$ cat src/rtl/control_sequencer.sv
// control_sequencer: accepts 23-bit instruction words from a valid/ready
// handshake and walks a fixed sequence of execute steps for each one.
//   clk, rst_n (sync, active-low), run, ir_valid, ir[22:0] -> inputs
//   ir_ready, state[4:0], inst_reg[22:0], alu_op[1:0], done, illegal,
//   halted, retired[15:0]                                  -> outputs
module control_sequencer (
  input  logic        clk,
  input  logic        rst_n,
  input  logic        run,
  input  logic        ir_valid,
  input  logic [22:0] ir,
  output logic        ir_ready,
  output logic [4:0]  state,
  output logic [22:0] inst_reg,
  output logic [1:0]  alu_op,
  output logic        done,
  output logic        illegal,
  output logic        halted,
  output logic [15:0] retired
);

  typedef enum logic [4:0] {
    FETCH    = 5'b00000,
    LOAD     = 5'b00001,
    MOV      = 5'b00010,
    ARITH_A  = 5'b00011,
    ARITH_G  = 5'b00100,
    ARITH_WB = 5'b00101,
    HALT     = 5'b11111
  } state_t;

  state_t cur_state, nxt_state;
  logic   accept;
  logic   illegal_nxt;

  assign state = cur_state;

  always_comb begin
    nxt_state   = cur_state;
    ir_ready    = 1'b0;
    accept      = 1'b0;
    illegal_nxt = 1'b0;
    done        = 1'b0;
    alu_op      = 2'b00;
    halted      = 1'b0;
    case (cur_state)
      FETCH: begin
        // rst_n gates ready so nothing is offered during the reset cycle
        ir_ready = run & rst_n;
        accept   = ir_valid & ir_ready;
        if (accept) begin
          case (ir[22:20])
            3'b000:         nxt_state = LOAD;
            3'b001:         nxt_state = MOV;
            3'b010, 3'b011: nxt_state = ARITH_A;
            3'b111:         nxt_state = HALT;
            default: begin
              nxt_state   = FETCH;
              illegal_nxt = 1'b1;
            end
          endcase
        end
      end
      LOAD:     begin nxt_state = FETCH;    done = 1'b1; end
      MOV:      begin nxt_state = FETCH;    done = 1'b1; end
      ARITH_A:  nxt_state = ARITH_G;
      ARITH_G:  begin
        nxt_state = ARITH_WB;
        alu_op    = {1'b0, inst_reg[20]};
      end
      ARITH_WB: begin nxt_state = FETCH;    done = 1'b1; end
      HALT:     begin nxt_state = HALT;     halted = 1'b1; end
      default:  nxt_state = FETCH;
    endcase
  end

  always_ff @(posedge clk) begin
    if (!rst_n) begin
      cur_state <= FETCH;
      inst_reg  <= '0;
      illegal   <= 1'b0;
      retired   <= '0;
    end else begin
      cur_state <= nxt_state;
      illegal   <= illegal_nxt;
      if (accept)
        inst_reg <= ir;
      if (done)
        retired <= retired + 16'd1;
    end
  end

endmodule
$ cat config.mk
export PLATFORM = sky130hd
export DESIGN_NAME = control_sequencer
export DESIGN_NICKNAME = d
export VERILOG_FILES = /design/src/rtl/control_sequencer.sv
export SDC_FILE = /design/constraint.sdc
export NUM_CORES = 1
export LEC_CHECK = 0
export ABC_AREA = 1
export CAP_MARGIN = 5
export CELL_PAD_IN_SITES_DETAIL_PLACEMENT = 1
export CELL_PAD_IN_SITES_GLOBAL_PLACEMENT = 1
export CORE_UTILIZATION = 35
export CTS_CLUSTER_DIAMETER = 120
export CTS_CLUSTER_SIZE = 24
export DETAILED_ROUTE_END_ITERATION = 7
export DONT_BUFFER_PORTS = 1
export PLACE_DENSITY = 0.75
export SLEW_MARGIN = 20
export SYNTH_ARGS = -nofsm -noshare
export SYNTH_HDL_FRONTEND = slang
export SYNTH_SLANG_ARGS = --single-unit
$ cat constraint.sdc
create_clock -name clk -period 2.15 [get_ports clk]
set_clock_uncertainty 0.15 [all_clocks]
set_input_delay 0.3225 -clock clk [delete_from_list [all_inputs] [get_ports clk]]
set_output_delay 0.3225 -clock clk [all_outputs]
set_load 0.02 [all_outputs]
==> flow_metrics.tcl <==
set metrics [dict create \
    hold_path_class "input pin to flip-flop" \
    cts-htree-levels 2 \
    setup_violations 0 \
    post_route_cells_drive_above_1_share 0.137 \
    worst_path_largest_cell_delay_ns 0.41 \
    globalplace.congestion 0.795 \
    coreArea_um2 5470 \
    syn_inst 269 \
    cp_num_buf_inv 2 \
    fillers 709 \
    share_of_the_core_filled_with_cells_in_the_final_layout 0.405 \
    asyncSetResetFlopFracSynth 0 \
    p_per_area_nw_per_um2 782 \
    cp_slowest_cell "dfxtp_1" \
    worst_ep_required_time_ns 1.68 \
    most-common-layout-cells "nor2_1 (71), dfxtp_1 (44), nand2_1 (37)" \
    run_status "finished clean" \
    rsz0062_at_grt "false" \
    drt_first_pass_iters 4 \
    end_kind "output port" \
    p_leak_nw 0.882 \
    dp_cells 336 \
    io_pins 77 \
    cts.sink_count 44 \
    grt_antenna_before_repair 0 \
    dieArea_um2 5970 \
    cts_inserted_buffers 5 \
    cts_tree "built" \
    timing.final.max_slew_violations 0 \
    netlist_area_um2 1980 \
    final.min_clock_period_ns 1.92 \
    largest_net_degree_at_the_start_of_global_routing 38 \
    cts.path.max_buffers 2 \
    ys_warn_count 0 \
    post_synth_num_cell_types 33 \
    final_antenna_net_count 0 \
    totalWireLength_um 5110 \
    postSynthRegisterBits 44 \
    layout_setup_ws_ns 0.230 \
    grt_pass1_vias 1748 \
    p_total_mw 1.73 \
    via_per_inst 4.95 \
    buffer_ports.inserted 0 \
    die_width_um 77.3 \
    areaGrowthSynthToFinish_pct 11.8 \
    synth_area_per_cell_um2 7.37 \
    cp_data_arrival_time_ns 1.45 \
    criticalPathCategory "flip-flop to output port" \
    final_common_cell "nor2_1" \
    grt_pass1_wl_um 8280 \
    detailroute.via_count 1729 \
    synth.net_count 297 \
    crit_path_max_fanout 4 \
    layout.nets 304 \
    root_buffer "clkbuf_8" \
    detail_route.drc_violations 0 \
    antennaDiodeCount 0 \
    timing.critical_path.from_type "flip-flop" \
    synth-edff-count 0 \
    start_util 0.362 \
    drt-wirelength-per-cell_um 14.7 \
    overall_routing_resource_usage 0.175 \
    fin_crit_sh 0.893 \
    die_y_um 77.3 \
    ctsResizeCount 0 \
    rows 27 \
    cp_cell_sequence "inv_1, nand2_2, inv_1, nand3_1, nor2_1" \
    maxClockFrequency_mhz 521 \
    synth-main-ff-cell "dfxtp_1" \
    dp.final_hpwl_um 3580 \
    largest_reg_flops 23 \
    max_rail_drop_vdd_v 0.000439 \
    worst_setup_hold_path_clk_slew_ns 0.09 \
    path_delay_family "simple AND/OR/NAND/NOR gates" \
    maxcap_violations 0 \
    setup_tns_ns 0 \
    finalHoldViolations 0 \
    worstSkewPairLatency_ns 0.29 \
    synth.yosys.seq_area_share 0.444 \
    grt_remaining_overflow 0 \
    crit_path_frequent_cell "inv_1" \
    dp_worst_setup_slack_ns 0.390 \
    final_cells 349 \
    first_iter_violations 45 \
]
==> cell type report <==
class / count / area, µm² / area share
Multi-Input combinational cell: 189 / 938 / 0.423
Sequential cell: 44 / 881 / 0.398
Inverter: 26 / 97.6 / 0.0440
Tap cell: 72 / 90.1 / 0.0407
Timing Repair Buffer: 10 / 87.6 / 0.0395
Clock buffer: 6 / 82.6 / 0.0373
Clock inverter: 2 / 38.8 / 0.0175
==> metrics by stage <==
stage | area, µm² | hold slack [ns]
2_1_floorplan | 1980 | 0.307
3_3_place_gp | 2040 | 0.301
3_5_place_dp | 2040 | 0.310
4_1_cts | 2190 | 0.000507
5_1_grt | 2220 | 0.000590
6_report | 2220 | 0.00983
==> path summary, 6_finish.rpt <==
check	from	endpoint	slack, ns	depth (start not counted)
max	state[0]	alu_op[0]	0.23	5
min	ir[12]	inst_reg[12]	0.01	2
max reg2reg	retired[1]	retired[10]	0.35	9
min reg2reg	retired[2]	retired[2]	0.44	2
==> kinds of logic (layout without fill, tap and decap cells) <==
group                      Yosys count  in the layout  synth area share
AOI/OAI and AO/OA                   45             45             0.123
buffers and inverters               36             44            0.0821
DFF                                 44             44             0.444
other                                1              1           0.00189
and+or+nand+nor                    142            142             0.342
adders and majority gates            1              1           0.00631
==> cell usage after synthesis (3+ instances only) <==
cell / count / share of area
a21oi_1: 11 / 0.028
dfxtp_1: 44 / 0.44
inv_1: 20 / 0.038
inv_2: 6 / 0.011
nand2_1: 37 / 0.070
nand2_2: 4 / 0.013
nand3_1: 4 / 0.010
nand4_1: 3 / 0.0095
nor2_1: 71 / 0.13
nor2_2: 3 / 0.0095
nor2_4: 3 / 0.017
nor3_1: 9 / 0.023
o21ai_0: 29 / 0.073
==> power by group <==
group	total [mW]	internal [mW]	switching, mW
registers	0.918	0.849	0.0686
logic	0.142	0.0479	0.0945
clock network	0.672	0.380	0.292
==> per-layer routing <==
| layer | vias up | share of wire | global-route usage |
|---|---|---|---|
| met1 | 805 | 0.41 | 0.195 |
| met2 | 52 | 0.50 | 0.306 |
| met4 | 0 | 0.012 | 0.0604 |
| li1 | 866 | - | - |
| met5 | - | 0 | 0 |
| met3 | 6 | 0.072 | 0.0607 |
==> timing repair <==
action | CTS | global route
hold buffers | 2 | 3
setup endpoints to repair | 0 | 0
hold endpoints to repair | 3 | 6
setup buffers | 0 | 0
(Power assumes the default switching activity.)
